### config.mk
export PLATFORM = sky130hd
export DESIGN_NAME = uart_tx_feeder
export DESIGN_NICKNAME = d
export VERILOG_FILES = /design/src/rtl/uart_pkg.sv /design/src/rtl/sync_fifo.sv /design/src/rtl/uart_tx_feeder.sv
export SDC_FILE = /design/constraint.sdc
export NUM_CORES = 1
export LEC_CHECK = 0
export CAP_MARGIN = 15
export CORE_UTILIZATION = 45
export DETAILED_ROUTE_END_ITERATION = 8
export GPL_TIMING_DRIVEN = 1
export PLACE_DENSITY = 0.62
export SETUP_SLACK_MARGIN = 0.15
export SYNTH_ARGS = -nofsm -noshare
export SYNTH_HDL_FRONTEND = slang
export SYNTH_HIERARCHICAL = 1
export SYNTH_SLANG_ARGS = --single-unit
### constraint.sdc
create_clock -name CLK -period 3.7 [get_ports CLK]
set_input_delay 0.74 -clock CLK [delete_from_list [all_inputs] [get_ports CLK]]
set_output_delay 0.74 -clock CLK [all_outputs]
set_load 0.005 [all_outputs]
### src/rtl/uart_pkg.sv
// Shared types and constants for the UART transmit feeder and its byte FIFO.
package uart_pkg;

  localparam int BYTE_W        = 8;
  localparam int DEFAULT_DEPTH = 16;

  typedef enum logic [1:0] {
    S_IDLE  = 2'd0,
    S_START = 2'd1,
    S_WAIT  = 2'd2
  } tx_state_t;

endpackage

### src/rtl/sync_fifo.sv
// Synchronous FIFO with an explicit occupancy counter; DEPTH must be a power of two.
// The head entry is presented combinationally on o_rdata; pushes when full and pops when empty are dropped.
module sync_fifo #(
  parameter int DEPTH = 16,
  parameter int WIDTH = 8
) (
  input  logic                     i_clk,
  input  logic                     i_rst_n,
  input  logic                     i_push,
  input  logic [WIDTH-1:0]         i_wdata,
  input  logic                     i_pop,
  output logic [WIDTH-1:0]         o_rdata,
  output logic [$clog2(DEPTH):0]   o_level
);

  localparam int          AW       = $clog2(DEPTH);
  localparam logic [AW:0] LVL_FULL = (AW+1)'(DEPTH);
  localparam logic [AW:0] LVL_ONE  = (AW+1)'(1);
  localparam logic [AW-1:0] PTR_ONE = (AW)'(1);

  logic [WIDTH-1:0] r_mem [DEPTH];
  logic [AW-1:0]    r_wr_ptr;
  logic [AW-1:0]    r_rd_ptr;
  logic [AW:0]      r_level;
  logic             w_push;
  logic             w_pop;

  assign w_push = i_push && (r_level != LVL_FULL);
  assign w_pop  = i_pop  && (r_level != '0);

  // NOTE: storage is not reset; pointers and level alone define which entries are valid.
  always_ff @(posedge i_clk) begin
    if (w_push) r_mem[r_wr_ptr] <= i_wdata;
  end

  // NOTE: sequential state uses non-blocking assignments so every register samples pre-edge values.
  always_ff @(posedge i_clk) begin
    if (!i_rst_n) begin
      r_wr_ptr <= '0;
      r_rd_ptr <= '0;
      r_level  <= '0;
    end else begin
      if (w_push) r_wr_ptr <= r_wr_ptr + PTR_ONE;
      if (w_pop)  r_rd_ptr <= r_rd_ptr + PTR_ONE;
      case ({w_push, w_pop})
        2'b10:   r_level <= r_level + LVL_ONE;
        2'b01:   r_level <= r_level - LVL_ONE;
        default: r_level <= r_level;
      endcase
    end
  end

  assign o_rdata = r_mem[r_rd_ptr];
  assign o_level = r_level;

endmodule

### src/rtl/uart_tx_feeder.sv
// Byte FIFO plus issue FSM feeding a UART transmitter over TXDATA/TXSTART/TXBUSY/TXDONE.
// Define UART_TX_STATS_EN to add the SENTCNT/DROPCNT statistics counters.
module uart_tx_feeder
  import uart_pkg::*;
#(
  parameter int DEPTH = DEFAULT_DEPTH
) (
  input  logic                      CLK,
  input  logic                      RESET,
  input  logic [BYTE_W-1:0]         WDATA,
  input  logic                      WVALID,
  output logic                      WREADY,
  output logic [$clog2(DEPTH):0]    LEVEL,
  output logic                      EMPTY,
  output logic [BYTE_W-1:0]         TXDATA,
  output logic                      TXSTART,
  input  logic                      TXBUSY,
  input  logic                      TXDONE,
  output logic                      IDLE
`ifdef UART_TX_STATS_EN
  ,
  output logic [15:0]               SENTCNT,
  output logic [15:0]               DROPCNT
`endif
);

  localparam int          AW       = $clog2(DEPTH);
  localparam logic [AW:0] LVL_FULL = (AW+1)'(DEPTH);

  tx_state_t         r_state;
  tx_state_t         w_next_state;
  logic [BYTE_W-1:0] r_txdata;
  logic [BYTE_W-1:0] w_head;
  logic [AW:0]       w_level;
  logic              w_wready;
  logic              w_empty;
  logic              w_push;
  logic              w_pop;
  logic              w_txstart;

  assign w_wready = (w_level != LVL_FULL);
  assign w_empty  = (w_level == '0);
  assign w_push   = WVALID && w_wready;

  sync_fifo #(
    .DEPTH (DEPTH),
    .WIDTH (BYTE_W)
  ) u_fifo (
    .i_clk   (CLK),
    .i_rst_n (RESET),
    .i_push  (w_push),
    .i_wdata (WDATA),
    .i_pop   (w_pop),
    .o_rdata (w_head),
    .o_level (w_level)
  );

  always_ff @(posedge CLK) begin
    if (!RESET) r_state <= S_IDLE;
    else        r_state <= w_next_state;
  end

  // NOTE: every combinational output gets a default first, so no path can infer a latch.
  always_comb begin
    w_next_state = r_state;
    case (r_state)
      S_IDLE:  if (!w_empty && !TXBUSY) w_next_state = S_START;
      S_START: w_next_state = S_WAIT;
      S_WAIT:  if (TXDONE) w_next_state = S_IDLE;
      default: w_next_state = S_IDLE;
    endcase
  end

  always_comb begin
    w_pop     = 1'b0;
    w_txstart = 1'b0;
    case (r_state)
      S_IDLE:  w_pop     = !w_empty && !TXBUSY;
      S_START: w_txstart = 1'b1;
      default: ;
    endcase
  end

  // TXDATA only moves on a pop, so it holds steady for the whole UART transfer.
  always_ff @(posedge CLK) begin
    if (!RESET)     r_txdata <= '0;
    else if (w_pop) r_txdata <= w_head;
  end

`ifdef UART_TX_STATS_EN
  logic [15:0] r_sent_cnt;
  logic [15:0] r_drop_cnt;

  always_ff @(posedge CLK) begin
    if (!RESET) begin
      r_sent_cnt <= '0;
      r_drop_cnt <= '0;
    end else begin
      if ((r_state == S_WAIT) && TXDONE) r_sent_cnt <= r_sent_cnt + 16'd1;
      if (WVALID && !w_wready)           r_drop_cnt <= r_drop_cnt + 16'd1;
    end
  end

  assign SENTCNT = r_sent_cnt;
  assign DROPCNT = r_drop_cnt;
`endif

  assign WREADY  = w_wready;
  assign LEVEL   = w_level;
  assign EMPTY   = w_empty;
  assign TXDATA  = r_txdata;
  assign TXSTART = w_txstart;
  assign IDLE    = (r_state == S_IDLE) && w_empty;

endmodule

==> results_dict.tcl, run 1 <==
set metrics [dict create \
    finalClockSkew_ns 0.00813 \
    synth_top_cells_by_count "edfxtp_1, mux4_2, dfxtp_1, nand2_1, nor2_1" \
    r2r_setup_slack_ns 0.64 \
    switching_share 0.248 \
    detailedPlace.worstSlack_ns 0.149 \
    ys_top_cells_by_area "edfxtp_1, mux4_2, dfxtp_1" \
    port-buffer-count 29 \
    synth_fp_nets 365 \
    post-route-util 0.547 \
    critical_path_peak_fanout 9 \
    synthesis.yosys.warnings 6 \
    clockPowerShare 0.355 \
    hold_path.startpoint "TXDATA[2]" \
    detail-route-antenna-nets 0 \
    synth-seq-area-share 0.702 \
    drtIter0Drc 299 \
    insertion_delay_ns 0.42 \
    switching_power_uw 1070 \
    ctsLongestPathBuffers 2 \
    grt-ovfl-total 0 \
    share_of_cells_above_drive_strength_1 0.248 \
    powerDensity_mw_per_mm2 590 \
    die_h_um 120 \
    synthToLayoutAreaGrowth_pct 17.5 \
    internal-power_uw 3250 \
    core_region_area_mm2 0.0134 \
    critPathArrivalTime_ns 3.48 \
    diodes 0 \
    p_leak_uw 0.00240 \
    synth_edf_count 128 \
    die-area_mm2 0.0143 \
    cts_hold_buffers 0 \
    setup-violations-final 0 \
    cts_resized 0 \
    crit_path_end_kind "register" \
    power.sequential.fraction 0.476 \
    post_route_drc 0 \
    clk_transition_reported_paths_ns 0.06 \
    ir_drop_uv 317 \
    yosys.area.top_type_share 0.616 \
    tritoncts_clock_tree "yes" \
    drt-wirelength-per-cell_um 19.8 \
    setup_repair_after_global_routing_missed_its_margin "false" \
    cts.sinks 155 \
    p_comb_frac 0.169 \
    timing_worst_setup_path_type "in2reg" \
    max_slew_headroom 0.544 \
    fin_tns_setup_ns 0 \
    gp_routability_congestion 0.798 \
    ys.flop_type "edfxtp_1" \
    synthesis.area_mm2 0.00624 \
    syn-mean-instance-area_um2 18.1 \
    area.sequential_mm2 0.00439 \
    outcome "completed" \
    initial_core_utilization 0.466 \
    grt_antenna_before_repair 0 \
    timing.final.hold_violations 0 \
    final_net_count 416 \
    dr.pass1.iters 4 \
    synth_most_common_cell "edfxtp_1" \
    worstSetupStartpoint "TXBUSY" \
    wl_mm 11.6 \
    numCtsBuffers 17 \
    dp_hpwl_mm 7.41 \
    die_width_um 120 \
    timing_max_transition_violations_final 0 \
    finalWorstPathRequiredPeriod_ns 3.14 \
    yosys.area.top_type "edfxtp_1" \
    synthesis.instances 344 \
    synth.ff_latch_count 155 \
    grt_first_pass_wirelength_mm 18.1 \
    route.detailed.vias_per_inst 5.34 \
    filler_cell_count 1067 \
    timing_worst_slew_pin_value_ns 0.684 \
    htree_num_levels 4 \
    dr_total_vias 3117 \
    async_reset_ff_frac 0 \
    critPathRequiredTime_ns 4.05 \
    grt_start_max_net_pins 40 \
    max_clk_rate_ghz 0.319 \
    ios 30 \
    post_cts_buffers 0 \
    first_global_vias 3145 \
    ys_types 40 \
    totalPowerFinal_uw 4330 \
    drv_cap 0 \
    cts.root.buffer_cell "clkbuf_16" \
    hold_path_class "reg2reg" \
    cp-start-kind "input pin" \
    timing.rr.start "u_fifo/o_level[2]" \
    multi_input_comb_area_mm2 0.00173 \
    grt_use_total 0.179 \
    fin_ws_ns 0.564 \
    fin_hold_ws_ns 0.461 \
    num_rows 42 \
    final_min_period_over_clock_period 0.847 \
]
==> logic make-up (layout without fill, tap and decap cells) <==
group | count (synthesis) | count (layout) | share of synthesized area
flops | 155 | 155 | 0.702
simple gates | 82 | 82 | 0.0692
mux | 51 | 51 | 0.162
buf+inv | 25 | 89 | 0.0210
compound gates | 14 | 14 | 0.0166
xor+xnor | 9 | 9 | 0.0126
fa+ha+maj | 8 | 8 | 0.0160
==> cell usage in the layout, fill, tap and decap left out, types with 6 or more instances in the layout <==
cell             instances
and2_1                  11
buf_4                   23
clkbuf_16               17
clkdlybuf4s50_1         29
dfxtp_1                 26
edfxtp_1               128
ha_1                     8
mux2i_1                 11
mux4_2                  40
nand2_1                 27
nor2_1                  16
nor2b_1                  7
xnor2_1                  6
==> worst paths after layout <==
| check | endpoint | depth (start not counted) |
|---|---|---|
| setup reg to reg | u_fifo/o_level[4] | 11 |
| hold reg to reg | TXDATA[2] | 2 |
| setup / recovery | u_fifo/o_level[4] | 9 |
| hold / removal | TXDATA[2] | 2 |
==> critical path: stages <==
cell and delay [ns]:
clkdlybuf4s50_1 0.42, a2111oi_2 0.38, o21a_1 0.21, ha_1 0.36, ha_1 0.35, a31o_2 0.25
a22o_1 0.22, nor4_1 0.33, mux2i_1 0.21
==> area by class of cell <==
type | count | share of cell area
Sequential cell | 155 | 0.598
Multi-Input combinational cell | 164 | 0.235
Timing Repair Buffer | 52 | 0.0631
Clock buffer | 17 | 0.0580
Tap cell | 176 | 0.0300
Clock inverter | 15 | 0.0131
Inverter | 5 | 0.00256
==> power by group through the flow <==
stage / clock, uW / sequential (uW) / combinational (uW)
final: 1540 / 2060 / 729
after global routing: 1640 / 2080 / 789
after CTS: 1580 / 2070 / 738
after detailed placement: 0 / 2100 / 735
after global placement: 0 / 2100 / 727
after floorplan: 0 / 2050 / 532
==> registers in the layout (all words and copies together) (netlist names), named ones only <==
name / flops
r_state: 2
u_fifo/r_mem: 128
u_fifo/r_rd_ptr: 4
u_fifo/r_wr_ptr: 4
u_fifo/o_level: 5
TXDATA: 8
==> layer usage <==
metal / track usage / share of wire
met2: 0.264 / 0.47
met3: 0.0428 / 0.032
met5: 0 / 0
met1: 0.255 / 0.48
met4: 0.0750 / 0.017
==> metrics by stage <==
stage / instance area (um^2) / std cells
4_1_cts: 7330 / 584
3_5_place_dp: 6810 / 552
3_3_place_gp: 6810 / 552
6_report: 7330 / 584
5_1_grt: 7330 / 584
2_1_floorplan: 6240 / 344
Power figures use the tool's default switching activity.
==> run 2, diff against run 1 <==
PLACE_DENSITY = 0.65   (was 0.62)
clock period = 2.75 ns   (was 3.7 ns; I/O delays follow)
==> results_dict.tcl, run 2 (same netlist as run 1, synthesis figures left out) <==
set metrics [dict create \
    ctsLongestPathBuffers 2 \
    setup-violations-final 0 \
    post_route_drc 0 \
    finalWorstPathRequiredPeriod_ns 2.56 \
    ir_drop_uv 442 \
    die_h_um 120 \
    drt-wirelength-per-cell_um 19.5 \
    critical_path_peak_fanout 10 \
    clk_transition_reported_paths_ns 0.06 \
    multi_input_comb_area_mm2 0.00179 \
    totalPowerFinal_uw 6020 \
    finalClockSkew_ns 0.00543 \
    timing_max_transition_violations_final 0 \
    mostFrequentLayoutCell "edfxtp_1" \
    post-route-util 0.557 \
    cp-endpoint "u_fifo/o_level[4]" \
    cp-start-kind "register" \
    final_min_period_over_clock_period 0.930 \
    diodes 0 \
    dr_total_vias 3111 \
    max_slew_headroom 0.614 \
    setup_repair_after_global_routing_missed_its_margin "true" \
    cts.sinks 155 \
    r2r_cells 8 \
    gp_routability_congestion 0.792 \
    num_rows 42 \
    worstSetupStartpoint "u_fifo/o_level[2]" \
    initial_core_utilization 0.466 \
    route.detailed.vias_per_inst 5.30 \
    top_register "u_fifo/r_mem" \
    htree_num_levels 4 \
    insertion_delay_ns 0.42 \
    dr.pass1.iters 4 \
    filler_cell_count 1037 \
    ios 30 \
    synthToLayoutAreaGrowth_pct 19.6 \
    p_leak_uw 0.00243 \
    grt_start_max_net_pins 33 \
    wl_mm 11.5 \
    share_of_cells_above_drive_strength_1 0.287 \
    max_clk_rate_ghz 0.391 \
    critPathArrivalTime_ns 2.91 \
    drv_cap 0 \
    die_width_um 120 \
    tritoncts_clock_tree "yes" \
    grt_first_pass_wirelength_mm 18.0 \
    r2r_setup_slack_ns 0.19 \
    cts.root.buffer_cell "clkbuf_16" \
    final_net_count 419 \
    first_global_vias 3236 \
    grt-ovfl-total 0 \
    grt_antenna_before_repair 0 \
    port-buffer-count 29 \
    timing_worst_setup_path_type "reg2reg" \
    timing_worst_slew_pin_value_ns 0.577 \
    timing.final.hold_violations 0 \
    die-area_mm2 0.0143 \
    grt_use_total 0.179 \
    largest_register_ff_count 128 \
    dp_hpwl_mm 7.42 \
    critPathRequiredTime_ns 3.10 \
    timing.rr.start "u_fifo/o_level[2]" \
    hold_path_class "reg2reg" \
    reg_to_reg_critical_path_endpoint "u_fifo/o_level[4]" \
    numCtsBuffers 17 \
    fin_tns_setup_ns 0 \
    layout.cells.most_common_list "edfxtp_1, mux4_2, clkdlybuf4s50_1" \
    fin_ws_ns 0.194 \
    detailedPlace.worstSlack_ns -0.194 \
    crit_path_end_kind "register" \
    drtIter0Drc 315 \
    outcome "completed" \
    powerDensity_mw_per_mm2 806 \
    core_region_area_mm2 0.0134 \
    area.sequential_mm2 0.00439 \
    detail-route-antenna-nets 0 \
]
## run 2: cell count changes in the layout (fill, tap and decap cells not counted), moves of 2 or more
cell	before	now
buf_4	23	25
clkinv_1	4	2
dfxtp_1	26	22
ha_1	8	6
dfxtp_2	1	4
clkinvlp_4	3	5
inv_6	5	2
## run 2: worst max-delay path: stages (launching register included)
cell     delay, ns
dfxtp_2       0.38
or4_4         0.54
o21a_4        0.22
ha_4          0.17
ha_1          0.29
a31o_2        0.24
a22o_1        0.23
nor4_2        0.20
mux2i_1       0.21
## run 2: where the power goes
| group | total [uW] | internal [uW] | switching [uW] |
|---|---|---|---|
| Combinational | 1120 | 659 | 459 |
| Clock | 2160 | 1240 | 912 |
| Sequential | 2740 | 2650 | 96.2 |
## run 2: layer usage
| layer | global-route usage | share of wire |
|---|---|---|
| met5 | 0 | 0 |
| met4 | 0.0672 | 0.012 |
| met2 | 0.278 | 0.49 |
| met1 | 0.235 | 0.44 |
| met3 | 0.0589 | 0.059 |
## run 2: what timing repair did
| item | 4_1_cts | 5_1_grt |
|---|---|---|
| endpoints found under the setup margin | 2 | 3 |
| setup buffers | 0 | 1 |
| hold buffers | 0 | 0 |
| gates resized for setup | 2 | 5 |
| endpoints found under the hold margin | 0 | 0 |
| pin swaps | 1 | 4 |
## run 2: worst min path at each step
| stage | from | end | slack, ns | cells past startpoint |
|---|---|---|---|---|
| after CTS | TXDATA[1] | TXDATA[1] | 0.46 | 2 |
| after global placement | TXDATA[2] | TXDATA[2] | 0.45 | 2 |
| final | TXDATA[1] | TXDATA[1] | 0.46 | 2 |
| after floorplan | TXDATA[0] | TXDATA[0] | 0.45 | 2 |
| after global routing | TXDATA[1] | TXDATA[1] | 0.48 | 2 |
| after detailed placement | TXDATA[4] | TXDATA[4] | 0.45 | 2 |
## run 2: layout make-up
class,count,share of cell area
flip-flops and latches,155,0.588
clock inverters,14,0.0164
well taps,176,0.0295
inverters,5,0.00251
repair buffers,55,0.0667
clock buffers,18,0.0575
multi-input cells,164,0.239
## run 2: through the flow
stage / std cells / instance area (um^2) / hold WS, ns
6_report: 587 / 7470 / 0.456
5_1_grt: 587 / 7470 / 0.481
4_1_cts: 586 / 7440 / 0.462
3_5_place_dp: 554 / 6880 / 0.448
3_3_place_gp: 554 / 6880 / 0.449
2_1_floorplan: 344 / 6290 / 0.451
==> run 3, diff against run 2 <==
CORE_UTILIZATION = 64   (was 45)
PLACE_DENSITY = 0.84   (was 0.65)
clock period = 3.28 ns   (was 2.75 ns; I/O delays follow)
==> results_dict.tcl, run 3 (same netlist as run 1, synthesis figures left out) <==
set metrics [dict create \
    synthToLayoutAreaGrowth_pct 17.8 \
    outcome "completed" \
    dr.pass1.iters 4 \
    fin_tns_setup_ns 0 \
    grt-ovfl-total 0 \
    setup-violations-final 0 \
    share_of_cells_above_drive_strength_1 0.259 \
    ctsLongestPathBuffers 2 \
    r2r_setup_slack_ns 0.35 \
    grt_start_max_net_pins 40 \
    filler_cell_count 494 \
    timing_worst_slew_pin_value_ns 0.628 \
    drt-wirelength-per-cell_um 22.0 \
    core_region_area_mm2 0.00933 \
    wl_mm 11.8 \
    grt_antenna_before_repair 0 \
    timing.rr.start "u_fifo/o_level[2]" \
    critPathArrivalTime_ns 3.39 \
    die-area_mm2 0.0102 \
    setup_repair_after_global_routing_missed_its_margin "false" \
    cts.root.buffer_cell "clkbuf_8" \
    post_cts_buffers 0 \
    drv_cap 0 \
    clk_transition_reported_paths_ns 0.07 \
    post-route-util 0.788 \
    timing_worst_setup_path_type "reg2reg" \
    detail-route-antenna-nets 0 \
    insertion_delay_ns 0.52 \
    final_min_period_over_clock_period 0.893 \
    layout.cells.most_common_list "edfxtp_1, mux4_2, clkdlybuf4s50_1" \
    timing_max_transition_violations_final 0 \
    critPathRequiredTime_ns 3.74 \
    hold_path_class "reg2reg" \
    diodes 0 \
    tritoncts_clock_tree "yes" \
    cts.sinks 155 \
    post_route_drc 0 \
    gp_routability_congestion 0.840 \
    timing.final.hold_violations 0 \
    first_global_vias 3356 \
    max_clk_rate_ghz 0.341 \
    num_rows 35 \
    port-buffer-count 29 \
    largest_register_ff_count 128 \
    dr_total_vias 3225 \
    ios 30 \
    max_slew_headroom 0.581 \
    mostFrequentLayoutCell "edfxtp_1" \
    top_register "u_fifo/r_mem" \
    initial_core_utilization 0.669 \
    final_net_count 417 \
    numCtsBuffers 17 \
    p_leak_uw 0.00243 \
    die_width_um 101 \
    path_cells "nor4_2 > nand2_1 > and2_1 > o21a_1 > inv_1 > ha_1 > xor2_1 > ha_1 > a21oi_1 > xor2_1 > or4b_2 > nand2_1" \
    hold_depth 2 \
    cp-start-kind "register" \
    drtIter0Drc 169 \
    finalWorstPathRequiredPeriod_ns 2.93 \
    finalClockSkew_ns 0.00471 \
    critPathMaxStageDelay_ns 0.61 \
    grt_first_pass_wirelength_mm 18.4 \
    die_h_um 101 \
    crit_path_end_kind "register" \
    cp-endpoint "u_fifo/o_level[2]" \
    r2r_cells 12 \
    critical-path-slowest-cell "or4b_2" \
    ir_drop_uv 373 \
    route.detailed.vias_per_inst 5.99 \
    htree_num_levels 4 \
    worstSetupStartpoint "u_fifo/o_level[2]" \
    grt_use_total 0.259 \
    powerDensity_mw_per_mm2 682 \
    dp_hpwl_mm 7.66 \
    reg_to_reg_critical_path_endpoint "u_fifo/o_level[2]" \
    critical_path_peak_fanout 10 \
]
==> run 3: power by group <==
part / switching, uW / internal (uW) / leakage, uW
combinational: 346 / 510 / 0.000780
clock: 854 / 983 / 0.000275
sequential: 111 / 2210 / 0.00138
==> run 3: repair_timing <==
item,4_1_cts,5_1_grt
endpoints found under the setup margin,0,1
gates resized for setup,0,1
hold buffers,0,0
==> run 3: how the worst min path moves through the flow <==
stage	start	to	slack [ns]
2_1_floorplan	TXDATA[0]	TXDATA[0]	0.45
3_3_place_gp	TXDATA[7]	TXDATA[7]	0.44
3_5_place_dp	TXDATA[2]	TXDATA[2]	0.45
4_1_cts	TXDATA[2]	TXDATA[2]	0.46
5_1_grt	TXDATA[0]	TXDATA[0]	0.48
6_report	TXDATA[2]	TXDATA[2]	0.46
==> run 3: final cells by class <==
class | instances | area [um^2] | area share
Sequential cell | 155 | 4390 | 0.597
Multi-Input combinational cell | 164 | 1730 | 0.236
Timing Repair Buffer | 53 | 483 | 0.0657
Clock buffer | 18 | 418 | 0.0569
Tap cell | 129 | 161 | 0.0220
Clock inverter | 14 | 153 | 0.0208
Inverter | 5 | 18.8 | 0.00255
==> run 3: stage by stage <==
stage	area (um^2)	hold slack (ns)	setup slack, ns	total power [uW]	cells
floorplan	6240	0.451	0.223	2910	344
global placement	6770	0.444	0.0990	3170	506
detailed placement	6770	0.448	0.000733	3210	506
CTS	7340	0.457	0.268	5050	538
global route	7350	0.481	0.147	5190	538
finish	7350	0.456	0.350	5020	538
==> run 3: layer usage <==
| metal | GRT usage | part of all wire | vias to the layer above |
|---|---|---|---|
| met4 | 0.104 | 0.014 | 0 |
| met2 | 0.452 | 0.53 | 128 |
| li1 | - | - | 1443 |
| met5 | 0 | 0 | - |
| met1 | 0.316 | 0.40 | 1636 |
| met3 | 0.0610 | 0.059 | 18 |
==> run 3: worst max-delay path: cells and delay by family, from the launching register on <==
kind	cells	cell delay, ns
AND/OR/NAND/NOR	5	1.42
adder cells (fa/ha/maj)	2	0.45
flip-flops	1	0.40
AO/OA/AOI/OAI	2	0.33
XOR/XNOR	2	0.21
buffers and inverters	1	0.06
